--- src/rtl/guard_reset_sequencer.sv ---
// Recovery sequencer for a misbehaving AXI slave: isolate, drain, hold the slave
// in reset, wait out a recovery interval, then clear the guards' reset requests.
module guard_reset_sequencer #(
    parameter int CntWidth      = 16,
    parameter int RecoverCycles = 2
) (
    input  logic                clk_i,
    input  logic                rst_i,
    input  logic                enable_i,
    input  logic                rd_reset_req_i,
    input  logic                wr_reset_req_i,
    input  logic                pending_i,
    input  logic [CntWidth-1:0] drain_budget_i,
    input  logic [CntWidth-1:0] hold_cycles_i,
    output logic                isolate_o,
    output logic                slv_reset_o,
    output logic                reset_clear_o,
    output logic                busy_o,
    output logic [1:0]          cause_o,
    output logic                drain_timeout_o,
    output logic [CntWidth-1:0] reset_count_o
);

    typedef enum logic [2:0] {
        S_IDLE,
        S_DRAIN,
        S_HOLD,
        S_RECOVER,
        S_CLEAR,
        S_WAIT_ACK
    } state_t;

    localparam logic [CntWidth-1:0] CntOne  = CntWidth'(1);
    localparam logic [CntWidth-1:0] RecLoad = CntWidth'(RecoverCycles);

    state_t                r_state;
    logic [CntWidth-1:0]   r_cnt;
    logic                  r_isolate;
    logic                  r_slv_reset;
    logic                  r_clear;
    logic                  r_busy;
    logic [1:0]            r_cause;
    logic                  r_timeout;
    logic [CntWidth-1:0]   r_reset_count;

    logic [CntWidth-1:0]   w_drain_load;
    logic [CntWidth-1:0]   w_hold_load;
    logic                  w_cnt_last;
    logic                  w_any_req;

    // A zero budget or hold length behaves as one cycle.
    assign w_drain_load = (drain_budget_i == '0) ? CntOne : drain_budget_i;
    assign w_hold_load  = (hold_cycles_i  == '0) ? CntOne : hold_cycles_i;
    assign w_cnt_last   = (r_cnt <= CntOne);
    assign w_any_req    = rd_reset_req_i | wr_reset_req_i;

    always_ff @(posedge clk_i) begin
        if (rst_i) begin
            r_state       <= S_IDLE;
            r_cnt         <= '0;
            r_isolate     <= 1'b0;
            r_slv_reset   <= 1'b0;
            r_clear       <= 1'b0;
            r_busy        <= 1'b0;
            r_cause       <= '0;
            r_timeout     <= 1'b0;
            r_reset_count <= '0;
        end else begin
            r_clear <= 1'b0;
            case (r_state)
                S_IDLE: begin
                    if (enable_i && w_any_req) begin
                        r_state   <= S_DRAIN;
                        r_cause   <= {wr_reset_req_i, rd_reset_req_i};
                        r_timeout <= 1'b0;
                        r_cnt     <= w_drain_load;
                        r_isolate <= 1'b1;
                        r_busy    <= 1'b1;
                    end
                end
                S_DRAIN: begin
                    if (!pending_i || w_cnt_last) begin
                        r_state     <= S_HOLD;
                        r_timeout   <= pending_i;
                        r_cnt       <= w_hold_load;
                        r_slv_reset <= 1'b1;
                        if (r_reset_count != '1) begin
                            r_reset_count <= r_reset_count + CntOne;
                        end
                    end else begin
                        r_cnt <= r_cnt - CntOne;
                    end
                end
                S_HOLD: begin
                    if (w_cnt_last) begin
                        r_state     <= S_RECOVER;
                        r_cnt       <= RecLoad;
                        r_slv_reset <= 1'b0;
                    end else begin
                        r_cnt <= r_cnt - CntOne;
                    end
                end
                S_RECOVER: begin
                    if (w_cnt_last) begin
                        r_state <= S_CLEAR;
                        r_clear <= 1'b1;
                    end else begin
                        r_cnt <= r_cnt - CntOne;
                    end
                end
                S_CLEAR: begin
                    r_state <= S_WAIT_ACK;
                end
                S_WAIT_ACK: begin
                    // A guard still requesting gets another clear pulse.
                    if (!w_any_req) begin
                        r_state   <= S_IDLE;
                        r_isolate <= 1'b0;
                        r_busy    <= 1'b0;
                    end else begin
                        r_state <= S_CLEAR;
                        r_clear <= 1'b1;
                    end
                end
                default: begin
                    r_state     <= S_IDLE;
                    r_isolate   <= 1'b0;
                    r_slv_reset <= 1'b0;
                    r_busy      <= 1'b0;
                end
            endcase
        end
    end

    assign isolate_o       = r_isolate;
    assign slv_reset_o     = r_slv_reset;
    assign reset_clear_o   = r_clear;
    assign busy_o          = r_busy;
    assign cause_o         = r_cause;
    assign drain_timeout_o = r_timeout;
    assign reset_count_o   = r_reset_count;

endmodule

--- config.mk ---
export PLATFORM = sky130hd
export DESIGN_NAME = guard_reset_sequencer
export DESIGN_NICKNAME = d
export VERILOG_FILES = /design/src/rtl/guard_reset_sequencer.sv
export SDC_FILE = /design/constraint.sdc
export NUM_CORES = 1
export LEC_CHECK = 0
export ABC_AREA = 1
export CAP_MARGIN = 5
export CORE_UTILIZATION = 24
export DETAILED_ROUTE_END_ITERATION = 16
export DONT_BUFFER_PORTS = 1
export GPL_ROUTABILITY_DRIVEN = 0
export HOLD_SLACK_MARGIN = 0.02
export SLEW_MARGIN = 30
export SYNTH_ARGS = -nofsm -noshare
export SYNTH_HDL_FRONTEND = slang
export SYNTH_SLANG_ARGS = --single-unit
--- constraint.sdc ---
create_clock -name clk_i -period 2 [get_ports clk_i]
set_clock_uncertainty 0.05 [all_clocks]
set_input_delay 0.4 -clock clk_i [delete_from_list [all_inputs] [get_ports clk_i]]
set_output_delay 0.4 -clock clk_i [all_outputs]
set_load 0.05 [all_outputs]
Yosys cells after proc, flatten, opt, wreduce, memory -nomap -nowiden. Cells that the tools add are included.

Bitwise gates (word level): 3. Add/subtract/negate cells: 2. Eq/ne operators: 12. Muxes and demuxes: 25. Reductions and logical operators: 17. $lt $le $gt $ge: 1.

Operators with widths (number): 16-bit 2-to-1 mux (6); 16-bit case mux with 4 select lines (1); 16-bit logical NOT (2); 3-bit case mux with 6 select lines (1); 16-bit by 1-bit adder with 16-bit output, second input constant (1); 16-bit by 1-bit <= comparator with 1-bit output, second input constant (1); 16-bit inequality test, second input constant (1); 16-bit by 1-bit subtractor with 16-bit output, second input constant (1); 3-bit 2-to-1 mux (5); 3-bit AND reduction (5); 2-bit inequality test, second input constant (6); 1-bit 2-to-1 mux (8); 4-bit OR reduction (2); 3-bit by 2-bit == test with 1-bit output, second input constant (2); 3-bit == test, second input constant (2); 1-bit case mux with 3 select lines (2); 1-bit case mux with 2 select lines (2); 4-bit AND reduction (1); 4-bit nonzero test (1); 3-bit by 1-bit == test with 1-bit output, second input constant (1); 3-bit logical NOT (1); 1-bit inverter (2); 2-bit AND reduction (1); 2-bit nonzero test (1); 4 further kinds (4).

Logic and storage cells: 68. Register bits: 41. Output and inout bits: 23. Bits of input ports: 38.

Depth between registers and ports, before layout. Gate-level depths: netlist of the first run.

Word-level depth: 4. Depth in mapped cells: 15. Depth with buffers taken out: 15.

Worst setup path after synthesis of the first run. OpenSTA, ideal clock, no wires.

Path type: reg2reg. Start: register r_reset_count[3] (netlist: reset_count_o[3]). End: register r_reset_count[12] (netlist: reset_count_o[12]). Required time: 1.880 ns. Cell stages (with the launch flop): 10. Setup time: 0.070 ns. Arrival: 1.801 ns. Period minus slack after synthesis: 1.922 ns. Path buffers: 1. Slack: 0.078 ns. Cells stage by stage: dfxtp_1 -> nand2_1 -> inv_1 -> nand3_1 -> nor3_2 -> nand3_2 -> nand2_4 -> buf_6 -> nand2_1 -> a21oi_1.

Longest elaborated chain between the ends: 2. Elaborated cells on any way between the ends: 3. Classes of those cells: add/sub: 1; eq/ne: 1; reduce/logical: 1.

RTL lines: from (decl) (line 44) `logic [CntWidth-1:0] r_reset_count;`; from (signal assigned) (line 88) `r_reset_count <= r_reset_count + CntOne;`; branches (longest 2 deep; another with 16-bit by 1-bit adder with 16-bit output).

Several ways; the timed one is not identified. A chain may end at the register's enable or synchronous reset.

Worst setup path after layout of the first run.
Start: register r_cnt[1]. End: register r_cnt[8].

Longest elaborated chain between the ends: 4. Elaborated cells on any way between the ends: 9. Classes of those cells: add/sub: 1; order compare: 1; eq/ne: 1; mux: 4; reduce/logical: 2.

RTL lines: from (decl) (line 37) `logic [CntWidth-1:0] r_cnt;`; from (signal assigned) (line 76) `r_cnt <= w_drain_load;`; from (signal assigned) (line 85) `r_cnt <= w_hold_load;`; from (signal assigned) (line 91) `r_cnt <= r_cnt - CntOne;`; 16-bit by 1-bit <= comparator with 1-bit output (line 54) `assign w_cnt_last = (r_cnt <= CntOne);`; 1-bit logical OR (line 82) `if (!pending_i || w_cnt_last) begin`; 16-bit 2-to-1 mux (line 82); 16-bit case mux with 4 select lines (line 70) `case (r_state)`.

Parallel ways exist; a longest one is shown, timed or not. The select of a mux whose other input is x is not followed.

==> results of run 1 <==
-- metal layers --
metal	part of all wire (%)	wire [um]	vias to the layer above
met2	48	4290	108
met5	0	0	-
met4	4.6	414	0
met3	5.5	497	31
met1	42	3770	1472
li1	-	-	1613
-- timing repair --
| action | 4_1_cts | 5_1_grt |
|---|---|---|
| setup buffers | 0 | 12 |
| cloned | 0 | 0 |
| gates resized for setup | 1 | 15 |
| pin swaps | 0 | 7 |
| setup endpoints to repair | 1 | 33 |
-- cell families (layout without fill, tap and decap cells) --
logic type | Yosys count | in the layout | share of synthesized area, %
simple gates | 291 | 291 | 44.5
buf+inv | 70 | 102 | 10.7
compound gates | 61 | 61 | 10.7
flops | 41 | 41 | 27.8
xor+xnor | 17 | 17 | 5.04
fa+ha+maj | 3 | 3 | 1.27
-- per-stage QoR --
step	setup slack, ns	std cells	utilization, %
6_report	0.112	662	29.7
5_1_grt	-0.0242	662	29.7
4_1_cts	0.0440	650	28.3
3_5_place_dp	-0.0000857	642	27.0
3_3_place_gp	0.121	642	27.0
2_1_floorplan	0.0785	483	-
-- area by class of cell --
| cell class | instances | area share [%] |
|---|---|---|
| clock buffers | 5 | 3.51 |
| clock inverters | 3 | 0.632 |
| inverters | 54 | 6.04 |
| multi-input cells | 372 | 52.2 |
| flip-flops and latches | 41 | 23.1 |
| well taps | 147 | 5.16 |
| repair buffers | 40 | 9.34 |
-- power by group --
group          switching, mW  internal, mW  total (mW)
clock                  0.364         0.465       0.828
combinational           1.72          1.02        2.74
sequential             0.262          1.00        1.26
total                   2.35          2.49        4.83
-- Yosys cell counts, types with 5 or more instances --
cell and instances:
nand2_1 129, nor2_1 70, inv_1 49, nand3_1 49, a21oi_1 42, dfxtp_1 41, xor2_1 14, nand4_1 9
nor3_1 9, o21ai_0 9, clkbuf_1 6, nor2_2 6, nand2_4 5, o21ai_1 5
-- worst max path at each step --
stage	endpoint	slack [ns]
final	r_cnt[8]	0.11
after floorplan	reset_count_o[12]	0.08
after global routing	r_cnt[8]	-0.02
after CTS	r_cnt[5]	0.04
after global placement	reset_count_o[15]	0.12
after detailed placement	reset_count_o[10]	-0.00009
-- registers in the layout, indices dropped and copies added, names as in the netlist --
signal / cells
reset_count_o: 16
cause_o: 2
r_cnt: 16
busy_o: 1
r_state: 3
drain_timeout_o: 1
reset_clear_o: 1
slv_reset_o: 1
-- worst max-delay path: cells and delay by family, from the launching register on --
kind | cells | cell delay, ns
simple gates | 8 | 0.76
fa+ha+maj | 1 | 0.18
compound gates | 1 | 0.12
flops | 1 | 0.34
buf+inv | 4 | 0.32
==> metrics.md, run 1 <==
| Metric | Value |
|---|---|
| Status | complete, no violations |
| Slew headroom | 61.1% |
| Most frequent cells in the layout | nand2_1, nor2_1, nand3_1, inv_1, a21oi_1 |
| Vias in the first global route | 3034 |
| Drt first pass iters | 5 |
| Total power | 4.83 mW |
| Post-synth ARST share | 0% |
| CP required | 2.14 ns |
| Met1 Use GR | 16.2% |
| Net count, final | 555 |
| Initial Util | 24.6% |
| Final Slew Violations | 0 |
| Post-Route WL | 8970 um |
| Die Wd | 113 um |
| Post-route cell area | 0.00356 mm2 |
| CP endpoint kind | register |
| Number of synthesized flops with an enable pin | 0 |
| Netlist Area Pre-Place | 0.00296 mm2 |
| Drc violations | 0 |
| Arrival time at the worst endpoint | 2.02 ns |
| Grt total ovfl | 0 |
| CP max-delay cell | dfxtp_2 |
| Ports | 61 |
| CTS sink cnt | 41 |
| Synthesis-stage register bit count | 41 |
| DIE HEIGHT | 113 um |
| Max stage delay on crit path | 0.34 ns |
| Clock slew at reported path FFs | 0.06 ns |
| Worst setup SP type | register |
| Leakage power | 1.55 nW |
| CTS tree | yes |
| RR Startpoint | r_cnt[1] |
| Site row count | 40 |
| Clk_lat worst skew | 0.29 ns |
| Syn nets | 524 |
| R2R depth | 14 |
| Main synth FF type | dfxtp_1 |
| CTS root buffer | clkbuf_16 |
| Vias | 3224 |
| Critical Path, Cell by Cell | inv_2 > ha_2 > inv_1 > nand2_1 > nand2_1 > nor2_2 > nand2_4 > nand2_4 > nand3_4 > buf_12 > nand2_1 > nand3_1 > o21ai_1 > inv_1 |
| Crit share post-route | 94.4% |
| Global-route wire length before repair | 14400 um |
| TritonCTS Buffers | 5 |
| Final setup fails | 0 |
| WHS | 0.129 ns |
| CTS H-Tree Depth | 2 |
| Core area | 0.0120 mm2 |
| I/O Buffers | 0 |
| FF-to-FF End | r_cnt[8] |
| Hold WC Path Type | in -> reg |
| Number of diodes | 0 |
| Vias per std cell | 4.87 |
| Largest net degree at the start of global routing | 35 |
| Final setup TNS | 0 ns |
| Reg area | 823 um2 |
| Crit path launch | r_cnt[1] |
| Met3 Track Usage GR | 3.37% |
| Placed Area | 0.00324 mm2 |
| Critical Path Fanout Max | 9 |
| R2R Setup Slk | 0.11 ns |
| Syn Inst Count | 483 |
| Initial antenna violation count | 0 |
| Synth unique cells | 34 |
| Sequential element share of the synthesized area | 27.8% |
| GR peak layer | met2 |
| Fill cells | 1311 |
| Synthesis Warnings | 0 |
| Hold_sp | rst_i |
| Layout area overhead | 20.5% |
| Max-cap violations | 0 |
| Multi-input gate area | 0.00186 mm2 |
| Met2 Resource Use GR | 24.0% |
| Critical path class | reg -> reg |
| Final hold vios | 0 |
| PD cells | 1360 mW/mm2 |
| Yosys top cell by area | dfxtp_1 |
| Initial DRC count | 250 |
| Peak supply drop | 0.000411 V |
| Die outline area | 0.0128 mm2 |
| Final ANT Viol Nets | 0 |
| Crit path top cell by count | nand2_1 |
| Area contributors post-synth | dfxtp_1, nand2_1, nor2_1 |
| Post-synth top area share | 27.8% |
| Fin crit period | 1.89 ns |
| Slew @ Worst Pin | 0.583 ns |
| Wire per inst | 13.5 um |
| Most common cell after layout, fill and taps aside | nand2_1 |
| WHS Path Cells | 1 |
| Final HPWL DP | 6880 um |
| Mean Syn Cell Area | 6.12 um2 |
| Hold buffer count at cts | 0 |
| All-layer global routing usage | 14.2% |
| Hold path endpoint | r_cnt[0] |
| Share of cells above drive strength 1 | 15.7% |
| FMAX | 530 MHz |
| Max Root-Sink Buffers | 2 |
No activity file was read; power rests on OpenSTA's default activity.
==> run 2, diff against run 1 <==
--- a/config.mk
+++ b/config.mk
@@ -6,8 +6,7 @@
 export NUM_CORES = 1
 export LEC_CHECK = 0
 export ABC_AREA = 1
-export CAP_MARGIN = 5
-export CORE_UTILIZATION = 24
+export CORE_UTILIZATION = 30
 export DETAILED_ROUTE_END_ITERATION = 16
 export DONT_BUFFER_PORTS = 1
 export GPL_ROUTABILITY_DRIVEN = 0
==> run 2 against run 1 <==
  * Clock power decreased by 17%
  * Final area decreased by 3.1%
  * Highest routed layer unchanged
  * Via count decreased by 1.5%
  * Sequential share of layout area increased by 0.73 points
  * Sequential cell count unchanged
  * Routed wire length decreased by 0.68%
  * Global-route usage increased by 3.2 points
  * Largest cell class unchanged
  * Combinational power about the same
  * Worst hold slack got worse by 0.022 ns
  * Sequential power about the same
==> metrics.md, run 2 (synthesis results as in run 1) <==
| Metric | Value |
|---|---|
| Max Root-Sink Buffers | 2 (unchanged) |
| Global-route wire length before repair | 14000 um (was 14400 um) |
| CP endpoint kind | register (unchanged) |
| Max stage delay on crit path | 0.34 ns (about the same) |
| FMAX | 531 MHz (was 530 MHz) |
| Final HPWL DP | 6820 um (was 6880 um) |
| Clk_lat worst skew | 0.30 ns (was 0.29 ns) |
| Status | complete, no violations (unchanged) |
| WHS | 0.108 ns (was 0.129 ns) |
| Slew @ Worst Pin | 0.541 ns (was 0.583 ns) |
| Final Slew Violations | 0 (unchanged) |
| Core area | 0.00937 mm2 (was 0.0120 mm2) |
| RSZ-0062 raised after global routing | yes |
| DIE HEIGHT | 101 um (was 113 um) |
| Final setup fails | 0 (unchanged) |
| Final hold vios | 0 (unchanged) |
| Vias | 3177 (was 3224) |
| Vias in the first global route | 3002 (was 3034) |
| Grt total ovfl | 0 (unchanged) |
| Site row count | 35 (was 40) |
| Slew headroom | 63.9% (was 61.1%) |
| Reg area | 823 um2 (unchanged) |
| Most frequent cells in the layout | nand2_1, nor2_1, inv_1, nand3_1, a21oi_1 (was nand2_1, nor2_1, nand3_1, inv_1, a21oi_1) |
| Net count, final | 549 (was 555) |
| Critical Path Fanout Max | 7 (was 9) |
| Final core utilization | 36.9% (was 29.7%) |
| Critical path class | reg -> reg (unchanged) |
| Arrival time at the worst endpoint | 2.03 ns (was 2.02 ns) |
| Share of cells above drive strength 1 | 14.1% (was 15.7%) |
| PnR worst setup slack | 0.118 ns (was 0.112 ns) |
| CP required | 2.14 ns (about the same) |
| Drt first pass iters | 4 (was 5) |
| Fin crit period | 1.88 ns (was 1.89 ns) |
| Ports | 61 (unchanged) |
| Initial DRC count | 182 (was 250) |
| Clock slew at reported path FFs | 0.09 ns (was 0.06 ns) |
| CTS sink cnt | 41 (unchanged) |
| Largest net degree at the start of global routing | 35 (unchanged) |
| Hold WC Path Type | in -> reg (unchanged) |
| Crit share post-route | 94.1% (was 94.4%) |
| Multi-input gate area | 0.00188 mm2 (was 0.00186 mm2) |
| Vias per std cell | 4.98 (was 4.87) |
| Worst setup SP type | register (unchanged) |
| CTS root buffer | clkbuf_8 (was clkbuf_16) |
| Initial Util | 31.5% (was 24.6%) |
| Total power | 4.68 mW (was 4.83 mW) |
| CTS tree | yes (unchanged) |
| Post-place setup slack | 0.0752 ns (was -0.0000857 ns) |
| CP max-delay cell | dfxtp_2 (unchanged) |
| TritonCTS Buffers | 5 (unchanged) |
| Final ANT Viol Nets | 0 (unchanged) |
| All-layer global routing usage | 17.3% (was 14.2%) |
| Post-Route WL | 8910 um (was 8970 um) |
| Drc violations | 0 (unchanged) |
| Cells after DPL | 623 (was 642) |
| CTS H-Tree Depth | 2 (unchanged) |
| Leakage power | 1.51 nW (was 1.55 nW) |
| Peak supply drop | 0.000558 V (was 0.000411 V) |
| Die Wd | 101 um (was 113 um) |
| PD cells | 1350 mW/mm2 (was 1360 mW/mm2) |
| Crit path top cell by count | nand2_1 (unchanged) |
| Most common cell after layout, fill and taps aside | nand2_1 (unchanged) |
| Non-Filler Instances | 638 (was 662) |
| Critical Path, Cell by Cell | inv_1 > ha_2 > inv_1 > nand2_1 > nand2_2 > nor2_2 > nand2_4 > nand2_4 > nand3_4 > buf_12 > nand2_1 > nand3_1 > nand2_1 > a21oi_1 (was inv_2 > ha_2 > inv_1 > nand2_1 > nand2_1 > nor2_2 > nand2_4 > nand2_4 > nand3_4 > buf_12 > nand2_1 > nand3_1 > o21ai_1 > inv_1) |
| Max-cap violations | 0 (unchanged) |
| Die outline area | 0.0103 mm2 (was 0.0128 mm2) |
| I/O Buffers | 0 (unchanged) |
| Hold buffer count at cts | 0 (unchanged) |
| Fill cells | 1022 (was 1311) |
| Initial antenna violation count | 0 (unchanged) |
| Wire per inst | 14.0 um (was 13.5 um) |
| Layout area overhead | 16.8% (was 20.5%) |
| Number of diodes | 0 (unchanged) |
run 2: layout make-up:
type	instances	share of cell area, %
Timing Repair Buffer	33	7.64
Multi-Input combinational cell	373	54.3
Clock inverter	2	1.12
Sequential cell	41	23.8
Clock buffer	6	2.10
Tap cell	129	4.67
Inverter	54	6.30
run 2: worst max-delay path: cells and delay by family, from the launching register on:
family	cells	cell delay, ns
and+or+nand+nor	9	0.88
DFF	1	0.34
buffers and inverters	3	0.29
adders and majority gates	1	0.18
AOI/OAI and AO/OA	1	0.06
run 2: path summary, 6_finish.rpt:
kind,start,to,slack [ns],depth (start not counted)
max,r_cnt[1],r_cnt[9],0.12,14
min,rst_i,reset_count_o[5],0.11,1
max reg2reg,r_cnt[1],r_cnt[9],0.12,14
min reg2reg,busy_o,busy_o,0.44,2
run 2: what timing repair did:
action                                  CTS  global route
endpoints found under the hold margin     0             0
resized for setup                         0            15
endpoints found under the setup margin    0            22
buffers inserted                          0             6
run 2: metal layers:
metal | track usage, % | routed length (um) | vias to the layer above
met1 | 20.8 | 3850 | 1474
met2 | 29.6 | 4310 | 78
li1 | - | - | 1605
met4 | 7.69 | 210 | 0
met5 | 0 | 0 | -
met3 | 3.93 | 539 | 20
run 2: report_power, final:
part	switching [mW]	internal, mW
logic	1.74	0.992
registers	0.267	1.00
clock network	0.308	0.375
run 2: stage by stage:
stage          TNS, ns  area (um2)
2_1_floorplan        0        2960
3_3_place_gp         0        3210
3_5_place_dp         0        3210
4_1_cts              0        3320
5_1_grt        -0.0356        3450
6_report             0        3450
==> RTL change 1 (flow settings as in run 2) <==
Re-encode `state_t` (6 states) as one-hot, 6 bits wide.
--- a/src/rtl/guard_reset_sequencer.sv
+++ b/src/rtl/guard_reset_sequencer.sv
@@ -21,13 +21,13 @@
     output logic [CntWidth-1:0] reset_count_o
 );
 
-    typedef enum logic [2:0] {
-        S_IDLE,
-        S_DRAIN,
-        S_HOLD,
-        S_RECOVER,
-        S_CLEAR,
-        S_WAIT_ACK
+    typedef enum logic [5:0] {
+        S_IDLE     = 6'b000001,
+        S_DRAIN    = 6'b000010,
+        S_HOLD     = 6'b000100,
+        S_RECOVER  = 6'b001000,
+        S_CLEAR    = 6'b010000,
+        S_WAIT_ACK = 6'b100000
     } state_t;
 
     localparam logic [CntWidth-1:0] CntOne  = CntWidth'(1);
Check against the original RTL: no difference found for any inputs over 10 cycles, from zero or initial values and one cycle with rst_i high; not proved beyond that.
==> RTL change 1 against run 2 <==
Sequential cell count increased by 3. Sequential share of layout area down 1.0 points. Wire length is 7.1% higher. Via count increased by 2.5%. Worst setup slack worse by 0.056 ns. Area after synthesis is 6.9% higher. Fmax is 2.9% lower. Critical path type unchanged. Cell area increased by 12%.
Power is not compared: it rests on default switching activity, and its combinational part moved more than twofold at a synthesized area within 25%.
==> RTL change 1: results <==
[outcome]
status = finished, final reports clean

[global_route]
track_usage_pct = 17.3
grt_pass1_vias = 3167
antenna_found_initial = 0
grt_pass1_wl_mm = 15.1
grt_max_degree = 36

[detailed_routing]
dr_total_vias = 3257
drt_iter0_drc = 149
drtPass1Iterations = 4
routedWlPerCell_um = 13.9

[placed_design]
numPortBuffers = 0
dpl_cell_area_um2 = 3530
hpwl_mm = 7.05

[clock_tree]
numCtsBuffers = 5
cts_tree = built
htreeDepth = 2
clockRootBuffer = clkbuf_8
worstSkewPairLatency_ns = 0.33
holdBufCountCts = 0
clk_pin_slew_worst_paths_ns = 0.10
cts_buffer_depth = 2

[setup_path]
timing.rr.start = r_cnt[1]
r2r_cells = 14
cp_max_fo = 6
end_kind = flip-flop
critPathKind = reg -> reg
reg2reg_slack_ns = 0.06
r2r-end = r_cnt[0]
worstPathArrival_ns = 2.11
endpoint = r_cnt[0]

[synthesis]
synth_area_leaders = dfxtp_1, nand2_1, nor2_1
ys_top_cells_by_count = nand2_1, nor2_1, inv_1
synth-seq-area-share_pct = 27.9
yosysUniqueCellTypes = 37
syn_nets = 546
ys_warn_count = 0
async_reset_ff_share_pct = 0

[finish]
n_antenna_cell = 0
nNetsFinal = 590
drive_above_1_share_pct = 20.0

[min_path]
hp-class = in -> reg
worstHoldStart = rst_i

[power_and_ir_drop]
leakage_nw = 1.67
irDropWorstVdd_uv = 327

[timing]
worstMarginPinSlew_ns = 0.530
## RTL change 1: how the worst min path moves through the flow
| stage | end | cells past startpoint | slack (ns) |
|---|---|---|---|
| 2_1_floorplan | r_cnt[0] | 2 | 0.41 |
| 3_3_place_gp | r_cnt[0] | 2 | 0.42 |
| 3_5_place_dp | r_cnt[0] | 2 | 0.42 |
| 4_1_cts | reset_count_o[13] | 1 | 0.07 |
| 5_1_grt | reset_count_o[13] | 1 | 0.07 |
| 6_report | r_cnt[12] | 1 | 0.09 |
## RTL change 1: cells by family (layout without fill, tap and decap cells)
group | count (synthesis) | in the layout | share of synthesized area [%]
xor+xnor | 16 | 16 | 4.43
compound gates | 50 | 50 | 9.38
simple gates | 306 | 306 | 45.2
fa+ha+maj | 3 | 3 | 1.19
buf+inv | 86 | 131 | 12.0
flops | 44 | 44 | 27.9
## RTL change 1: report_power, final
| part | switching (W) | internal (W) |
|---|---|---|
| clock | 0.000371 | 0.000409 |
| combinational | 0.000543 | 0.000386 |
| sequential | 0.0000897 | 0.000940 |
| total | 0.00100 | 0.00174 |
## RTL change 1: what timing repair did
item	4_1_cts	5_1_grt
resized for setup	0	22
setup endpoints to repair	0	31
buffers inserted	0	10
## RTL change 1: per-layer routing
metal / GRT usage [%] / up-vias / routed length (um)
li1: - / 1689 / -
met1: 21.5 / 1464 / 4050
met2: 29.7 / 89 / 4570
met3: 5.12 / 15 / 775
met4: 3.42 / 0 / 144
met5: 0 / - / 0
## RTL change 1: area by class of cell
cell class                 count  area (um2)
timing repair buffer          50         459
tap                          136         170
fill                        1121        6390
sequential                    44         886
clock buffer                   6        82.6
inverter                      73         277
multi-input combinational    375        1970
clock inverter                 2        38.8
## RTL change 1: worst max-delay path, cell delays in order (launching register included)
cell,delay [ns]
dfxtp_2,0.34
inv_2,0.10
ha_4,0.14
inv_1,0.05
nand2_1,0.06
nand2_1,0.06
nor2_2,0.16
nand3_4,0.13
buf_6,0.15
o21ai_4,0.13
buf_12,0.15
clkbuf_16,0.15
nor2_1,0.04
nand2_1,0.07
a21oi_1,0.05
## RTL change 1: metrics by stage
| step | std cells | setup WS, ns | setup TNS [ns] |
|---|---|---|---|
| floorplan | 505 | 0.116 | 0 |
| global placement | 665 | 0.132 | 0 |
| detailed placement | 665 | 0.0357 | 0 |
| CTS | 673 | 0.0342 | 0 |
| global route | 686 | -0.0360 | -0.444 |
| finish | 686 | 0.0620 | 0 |
==> RTL change 2 (config.mk and constraints of run 2) <==
Without the edit above. The parameter `CntWidth` goes from 16 to 32.
--- a/src/rtl/guard_reset_sequencer.sv
+++ b/src/rtl/guard_reset_sequencer.sv
@@ -1,7 +1,7 @@
 // Recovery sequencer for a misbehaving AXI slave: isolate, drain, hold the slave
 // in reset, wait out a recovery interval, then clear the guards' reset requests.
 module guard_reset_sequencer #(
-    parameter int CntWidth      = 16,
+    parameter int CntWidth      = 32,
     parameter int RecoverCycles = 2
 ) (
     input  logic                clk_i,
Interface: changed (resized drain_budget_i, hold_cycles_i and reset_count_o); port bits go from 61 to 109. No check against the original RTL was run, so the function may have changed too.
==> RTL change 2 against run 2 <==
Area after synthesis up 86%. Synthesized cell count up 90%. Via count is 93% higher. Combinational power up 110%. Non-clock buffer count increased by 65. Cell area up 99%. Wire length is 110% higher. Final cell count grew 92%. Worst setup slack worse by 0.014 ns. Power increased by 110%. Sequential cell count rose by 32. Largest cell class unchanged. Highest routed layer unchanged.
==> RTL change 2: results <==
[synthesis]
synth_area_leaders = dfxtp_1, nand2_1, nor2_1
syn_nets = 992
yosysUniqueCellTypes = 39
ys_top_cells_by_count = nand2_1, nor2_1, dfxtp_1, inv_1, a21oi_1

[placed_design]
dpl_cell_area_um2 = 6380
dpl_worst_slack_ns = 0.0584

[power_and_ir_drop]
leakage_nw = 2.95
comb-power_w = 0.00565
irDropWorstVdd_uv = 604
pwr-share-comb_pct = 58.6

[finish]
buffers = 98
multi_input_area_share_pct = 52.4
ff_latch_area_um2 = 1480
nonClkBufAreaFrac_pct = 12.5
multi_input_comb_cells = 723

[setup_path]
timing.rr.start = r_cnt[0]
cp_max_fo = 8
r2r_cells = 12
cpMaxStageDelayCell = dfxtp_4

[min_path]
whs_endpoint = reset_count_o[16]

[timing]
final.setup.worst_slack_ns = 0.104
slew-limit-headroom_pct = 60.8

[global_route]
grt_max_degree = 62
track_usage_pct = 20.4

[detailed_routing]
drtPass1Iterations = 5
drt-vias-per-instance = 5.01

[outcome]
status = finished, final reports clean

[clock_tree]
clockRootBuffer = clkbuf_16
numCtsBuffers = 9
worstSkewPairLatency_ns = 0.35
[RTL change 2: routing by layer]
metal	share of wire, %	track usage (%)	vias up	routed length [um]
met4	1.8	6.84	0	340
met1	43	24.6	2761	7930
met5	0	0	-	0
met2	48	34.7	198	8840
met3	8.0	5.78	25	1490
li1	-	-	3140	-
[RTL change 2: what timing repair did]
item,4_1_cts,5_1_grt
resized for setup,0,40
setup buffers,0,2
setup endpoints to repair,0,55
[RTL change 2: stage by stage]
| stage | instances | setup TNS [ns] | util (%) | hold WS [ns] |
|---|---|---|---|---|
| floorplan | 919 | 0 | - | 0.403 |
| global placement | 1204 | 0 | 35.5 | 0.406 |
| detailed placement | 1204 | 0 | 35.5 | 0.409 |
| CTS | 1220 | 0 | 37.3 | 0.0572 |
| global route | 1223 | -0.0807 | 38.2 | 0.0629 |
| finish | 1223 | 0 | 38.2 | 0.0748 |
[RTL change 2: worst max-delay path by stage]
| stage | start | to | depth (start not counted) |
|---|---|---|---|
| finish | r_cnt[0] | reset_count_o[1] | 12 |
| global route | r_cnt[0] | reset_count_o[26] | 12 |
| CTS | r_cnt[0] | reset_count_o[4] | 13 |
| detailed placement | r_cnt[0] | reset_count_o[4] | 13 |
| global placement | r_cnt[0] | reset_count_o[4] | 13 |
| floorplan | reset_count_o[10] | reset_count_o[27] | 9 |
[RTL change 2: cells by family after synthesis]
| group | Yosys count | synth area share [%] |
|---|---|---|
| AO/OA/AOI/OAI | 110 | 10.6 |
| flip-flops | 73 | 26.6 |
| buffers and inverters | 123 | 9.94 |
| adder cells (fa/ha/maj) | 3 | 0.683 |
| AND/OR/NAND/NOR | 577 | 46.9 |
| XOR/XNOR | 33 | 5.26 |
